===== src/rtl/baud_rate_gen.sv =====
// baud_rate_gen: divides the system clock into a 50 % duty-cycle baud clock
// for the UART transmitter. BaudRate selects 2400/4800/9600/19200 baud.
// BaudOut toggles every HALF = CLK_FREQ / (2*baud) cycles. A change of
// BaudRate restarts the half-period count and leaves the output level alone,
// so a rate change never produces a short (runt) half-period.
// Optional macro BAUD_TICK_EN adds BaudTick, a one-cycle pulse that is high
// in the first cycle BaudOut reads 1 after each 0->1 toggle.
module baud_rate_gen #(
    parameter int CLK_FREQ = 50_000_000,
    parameter int CNT_W    = 16
) (
    input  logic       Clock,
    input  logic       Reset,
    input  logic [1:0] BaudRate,
`ifdef BAUD_TICK_EN
    output logic       BaudTick,
`endif
    output logic       BaudOut
);

    localparam logic [CNT_W-1:0] HALF_2400  = CNT_W'(CLK_FREQ / (2 * 2400));
    localparam logic [CNT_W-1:0] HALF_4800  = CNT_W'(CLK_FREQ / (2 * 4800));
    localparam logic [CNT_W-1:0] HALF_9600  = CNT_W'(CLK_FREQ / (2 * 9600));
    localparam logic [CNT_W-1:0] HALF_19200 = CNT_W'(CLK_FREQ / (2 * 19200));

    logic [1:0]       baud_rate_q;
    logic [CNT_W-1:0] cnt_q, cnt_d;
    logic [CNT_W-1:0] half, half_m1;
    logic             baud_q, baud_d;
    logic             rate_chg;
`ifdef BAUD_TICK_EN
    logic             tick_q, tick_d;
`endif

    // Half-period lookup, driven from the registered rate so a raw input
    // change cannot disturb the terminal-count compare mid-cycle.
    always_comb begin
        half = HALF_2400;
        unique case (baud_rate_q)
            2'b00:   half = HALF_2400;
            2'b01:   half = HALF_4800;
            2'b10:   half = HALF_9600;
            default: half = HALF_19200;
        endcase
        half_m1 = half - CNT_W'(1);
    end

    // Next-state: restart on rate change, otherwise count and toggle at HALF-1.
    always_comb begin
        cnt_d    = cnt_q + CNT_W'(1);
        baud_d   = baud_q;
        rate_chg = (BaudRate != baud_rate_q);
`ifdef BAUD_TICK_EN
        tick_d   = 1'b0;
`endif
        if (rate_chg) begin
            cnt_d = '0;
        end else if (cnt_q == half_m1) begin
            cnt_d  = '0;
            baud_d = ~baud_q;
`ifdef BAUD_TICK_EN
            tick_d = ~baud_q;
`endif
        end
    end

    // State registers with synchronous, highest-priority reset.
    always_ff @(posedge Clock) begin
        if (Reset) begin
            cnt_q       <= '0;
            baud_q      <= 1'b0;
            baud_rate_q <= BaudRate;
`ifdef BAUD_TICK_EN
            tick_q      <= 1'b0;
`endif
        end else begin
            cnt_q       <= cnt_d;
            baud_q      <= baud_d;
            baud_rate_q <= BaudRate;
`ifdef BAUD_TICK_EN
            tick_q      <= tick_d;
`endif
        end
    end

    assign BaudOut = baud_q;
`ifdef BAUD_TICK_EN
    assign BaudTick = tick_q;
`endif

endmodule


===== config.mk =====
export PLATFORM = sky130hd
export DESIGN_NAME = baud_rate_gen
export DESIGN_NICKNAME = d
export VERILOG_FILES = /design/src/rtl/baud_rate_gen.sv
export SDC_FILE = /design/constraint.sdc
export NUM_CORES = 1
export LEC_CHECK = 0
export CELL_PAD_IN_SITES_DETAIL_PLACEMENT = 1
export CELL_PAD_IN_SITES_GLOBAL_PLACEMENT = 1
export CORE_MARGIN = 2
export CORE_UTILIZATION = 40
export CTS_CLUSTER_DIAMETER = 100
export CTS_CLUSTER_SIZE = 40
export DETAILED_ROUTE_END_ITERATION = 6
export PLACE_DENSITY_LB_ADDON = 0.1
export SLEW_MARGIN = 10
export SYNTH_ARGS = -nofsm -noshare
export SYNTH_HDL_FRONTEND = slang
export SYNTH_SLANG_ARGS = --single-unit

===== constraint.sdc =====
create_clock -name Clock -period 1.7 [get_ports Clock]
set_input_delay 0.425 -clock Clock [delete_from_list [all_inputs] [get_ports Clock]]
set_output_delay 0.425 -clock Clock [all_outputs]
set_load 0.01 [all_outputs]

==> results by stage <==
Outcome:
- The flow ran to the end, but the final reports show violations.
- The final reports fail on negative setup slack.

Synthesis:
- The number of enable flip-flop cells after synthesis is 0.
- The number of nets in the synthesized netlist is roughly 120.
- Yosys attributes the largest share of cell area to sky130_fd_sc_hd__dfxtp_1 (37%), sky130_fd_sc_hd__xor2_1 (9.3%), sky130_fd_sc_hd__nor2_2 (6.7%).
- Averaged over all synthesized cells, the footprint is roughly 9.2 µm².
- The most used flip-flop cell after synthesis is sky130_fd_sc_hd__dfxtp_1.
- The portion of synthesized cell area occupied by the leading cell type is 36.8%.
- Counting every instance in the synthesized netlist gives 112.
- The distinct cell type count after synthesis is 34.
- The share of async-settable or async-resettable flops after synthesis is 0%.
- The total of flip-flops plus latches after synthesis is 19.
- Yosys printed 0 warnings.
- The synthesized design spends more area on one cell type than any other, namely sky130_fd_sc_hd__dfxtp_1.
- After synthesis, flip-flops and latches occupy 36.8% of the total area.
- After synthesis the cells add up to 0.00103 mm².

Final layout:
- The number of fill cells in the layout is around 290.
- The proportion of layout cells with a drive suffix above 1 is 34.5%.
- Excluding fillers, the count of instances in the completed layout stands at 169.
- The net count of the finished layout is 145.
- The antenna cell count is 0.
- Compared with the post-synthesis result, the final layout area differs by 29.3%.
- Once layout is complete, the utilization of the core stands at between 50% and 60%.

Place:
- The number of input and output port buffers inserted is 4.
- The setup slack after placement is -270 ps.
- Including well taps, the total number of placed cells is roughly 160.
- Once detailed placement completed, the half-perimeter wirelength came to 1.95 mm.
- The global placement routability congestion is 0.755.

Timing:
- The number of max-slew violations in the final report is 0.
- The aggregate negative setup slack is -2080 ps.
- On the final layout, the worst clock skew is 5.72 ps.
- Setup repair after global routing could not meet its margin everywhere.
- The share of the clock period used by the worst path is 111%.
- The worst pin sits at a relative slew slack of about 77%.
- Counting I/O delays and the setup requirement, the final critical path takes 1880 ps.
- The number of failing hold endpoints at the final stage is 0.
- The actual transition at the worst max-transition pin is approximately 340 ps.
- Static timing analysis puts the maximum clock frequency at between 0.5 and 0.6 GHz.
- On the final layout, the worst hold slack is approximately 500 ps.
- The least setup slack across all paths after layout is -181 ps.
- Setup violations remaining at the end of the flow were counted as 14.

Worst setup path:
- The critical path in this run is classified as flip-flop to flip-flop.
- For the worst setup path, the data required time is 1900 ps.
- The startpoint identified for the worst register-to-register timing path is baud_rate_q[0].
- The setup slack on the worst flop-to-flop path is -180 ps.
- Measured in cells, the most critical reg-to-reg path has a length of 7.
- The largest stage delay on the critical path is between 300 and 400 ps.
- The worst setup path is launched from a flip-flop.
- STA puts the critical path data arrival time at 2080 ps.
- The reg-to-reg critical path endpoint is cnt_q[6].
- Counting stages on the worst path, the most repeated cell is sky130_fd_sc_hd__buf_6.
- Of all nets on the critical path, the largest fanout is 8.
- Among all stages on the critical path, the largest delay is contributed by sky130_fd_sc_hd__dfxtp_4.
- The most critical setup path has its startpoint at baud_rate_q[0].
- The signal on the critical path passes through or2_4 -> a2111oi_4 -> o22ai_2 -> o311ai_4 -> buf_6 -> buf_6 -> nor2_2.
- The worst setup path is captured at a flip-flop.

Routing:
- In this run the remaining antenna-violating nets after routing total 0.
- For this run, design rule violations remaining after detail routing come to 0.
- The total wire length after detailed routing is 2.83 mm.
- The final routed wire length divided by cell count is 16.8 µm.
- The detailed router finished its first iteration with 13 violations.
- The number of search-and-repair iterations in the first detailed-routing pass is 4.
- Dividing the detail-routed via count by the number of cells gives 5.48.
- The count of vias placed by the detailed router is 926.

Min path:
- The tightest min-delay check is of the flip-flop to flip-flop type.
- The hold-critical path endpoint is BaudOut.
- The worst hold path was traced through 2 stages.
- The worst hold path begins at BaudOut.

GRT:
- The pin count of the biggest net entering global routing is 11.
- The via count of the first global-routing pass is slightly below 1000.
- The number of antenna violations at the first check in global routing is 0.
- The first global-routing pass estimated 4.61 mm of wire.
- Global routing consumed, over all layers together, 23.1% of the routing resources.
- The total congestion overflow after global routing is 0.

Die:
- The y dimension of the die is 54.9 µm.
- The floorplan step defined a core boundary enclosing ~0.0025 mm².
- The initial utilization of the core area, before any placement, comes to 42.2%.
- The horizontal die dimension is between 50 and 60 µm.
- During I/O placement, the number of pins put on the boundary was 5.
- The area of the die is approximately 0.003 mm².
- After floorplanning, the core was divided into 18 placement rows.

Clock tree:
- Clock-pin slew was measured on the worst setup and hold paths at roughly 110 ps.
- No sink is reached through more buffers than the 2 on the longest clock path.
- In this run the clock root is driven by a sky130_fd_sc_hd__clkbuf_4.
- The CTS tree is built.
- The H-tree depth reported by CTS is 1.
- The number of clock sinks is 19.
- Counting the buffers created by CTS gives 3.
- At the later pin of the worst-skew pair, clock insertion delay measures ~300 ps.

Power and ir drop:
- The analysis attributes to cell leakage a power of 0.480 nW.
- VDD sags by at most 0.349 mV.
- The ratio of total power to cell area is 587 mW/mm².

Job:
- Across the run, the number of max-cap violations was 0.
[through the flow]
| step | total power [mW] | area (µm²) |
|---|---|---|
| 4_1_cts | 0.809 | 1360 |
| 6_report | 0.786 | 1340 |
| 2_1_floorplan | 0.515 | 1040 |
| 5_1_grt | 0.821 | 1340 |
| 3_5_place_dp | 0.552 | 1240 |
| 3_3_place_gp | 0.550 | 1240 |
[metal layers]
metal | vias up | global-route usage (%) | routed length, µm
met2 | 18 | 43.1 | 1520
li1 | 448 | - | -
met5 | - | 0 | 0
met4 | 0 | 12.1 | 98
met1 | 452 | 24.9 | 1140
met3 | 8 | 2.73 | 71
[worst max path at each step]
stage and to:
6_report cnt_q[6], 3_5_place_dp cnt_q[11], 2_1_floorplan cnt_q[12], 4_1_cts cnt_q[6], 3_3_place_gp cnt_q[5], 5_1_grt cnt_q[4]
[report_power, final]
group	switching, mW	total [mW]	internal, mW
registers	0.00581	0.455	0.449
logic	0.0467	0.0981	0.0514
clock network	0.141	0.233	0.0915
[what timing repair did]
item                       4_1_cts  5_1_grt
pin swaps                        3        4
gates resized for setup          8        9
buffers inserted                 4        1
hold buffers                     0        0
cloned                           1        0
setup endpoints to repair       14       15
[cell type report]
type / instances / area, µm² / area share [%]
Multi-Input combinational cell: 88 / 667 / 49.9
Sequential cell: 19 / 387 / 28.9
Timing Repair Buffer: 25 / 209 / 15.6
Tap cell: 30 / 37.5 / 2.81
Clock buffer: 4 / 26.3 / 1.96
Inverter: 3 / 11.3 / 0.842
[Yosys cell counts (2+ instances only)]
cell type and n:
sky130_fd_sc_hd__dfxtp_1 19, sky130_fd_sc_hd__nor2_2 11, sky130_fd_sc_hd__xor2_1 11, sky130_fd_sc_hd__nand3_1 10
sky130_fd_sc_hd__nor2_1 10, sky130_fd_sc_hd__nand2b_1 5, sky130_fd_sc_hd__a21oi_1 4, sky130_fd_sc_hd__xnor2_1 4
sky130_fd_sc_hd__and3_1 3, sky130_fd_sc_hd__inv_1 3, sky130_fd_sc_hd__nand2_1 3, sky130_fd_sc_hd__nor3b_1 3
sky130_fd_sc_hd__o21ai_0 3, sky130_fd_sc_hd__and4_1 2, sky130_fd_sc_hd__buf_6 2
[cell families (layout without fill, tap and decap cells)]
kind of cell	after synthesis	in the layout	synth area share, %
buffers and inverters	5	32	3.26
AOI/OAI and AO/OA	17	17	15.8
adders and majority gates	1	1	1.21
and+or+nand+nor	55	55	30.2
xor gates and xnor gates	15	15	12.7
DFF	19	19	36.8
[flip-flops by register name, summed over array words and instances (netlist names)]
register     cells
baud_rate_q      2
BaudOut          1
cnt_q           16
[cell usage in the layout (no fill, tap or decap), types with 2 or more instances in the layout]
cell type and instances:
sky130_fd_sc_hd__buf_4 18, sky130_fd_sc_hd__and4_1 2, sky130_fd_sc_hd__nor2_2 11, sky130_fd_sc_hd__dfxtp_2 2, sky130_fd_sc_hd__nand2b_1 4, sky130_fd_sc_hd__clkbuf_4 3, sky130_fd_sc_hd__xor2_1 11, sky130_fd_sc_hd__and3_1 3
sky130_fd_sc_hd__nor2_1 10, sky130_fd_sc_hd__clkdlybuf4s50_1 4, sky130_fd_sc_hd__dfxtp_1 16, sky130_fd_sc_hd__nand3_1 9, sky130_fd_sc_hd__a21oi_1 3, sky130_fd_sc_hd__nor3b_1 3, sky130_fd_sc_hd__nand2_1 3, sky130_fd_sc_hd__xnor2_1 4
sky130_fd_sc_hd__buf_6 3, sky130_fd_sc_hd__o21ai_0 3, sky130_fd_sc_hd__inv_1 3
[critical path, delay by kind of cell, from the launching register on]
| family | cells | cell delay [ps] |
|---|---|---|
| simple gates | 2 | 290 |
| flops | 1 | 390 |
| buf+inv | 2 | 270 |
| compound gates | 3 | 830 |
(Power assumes the default switching activity.)
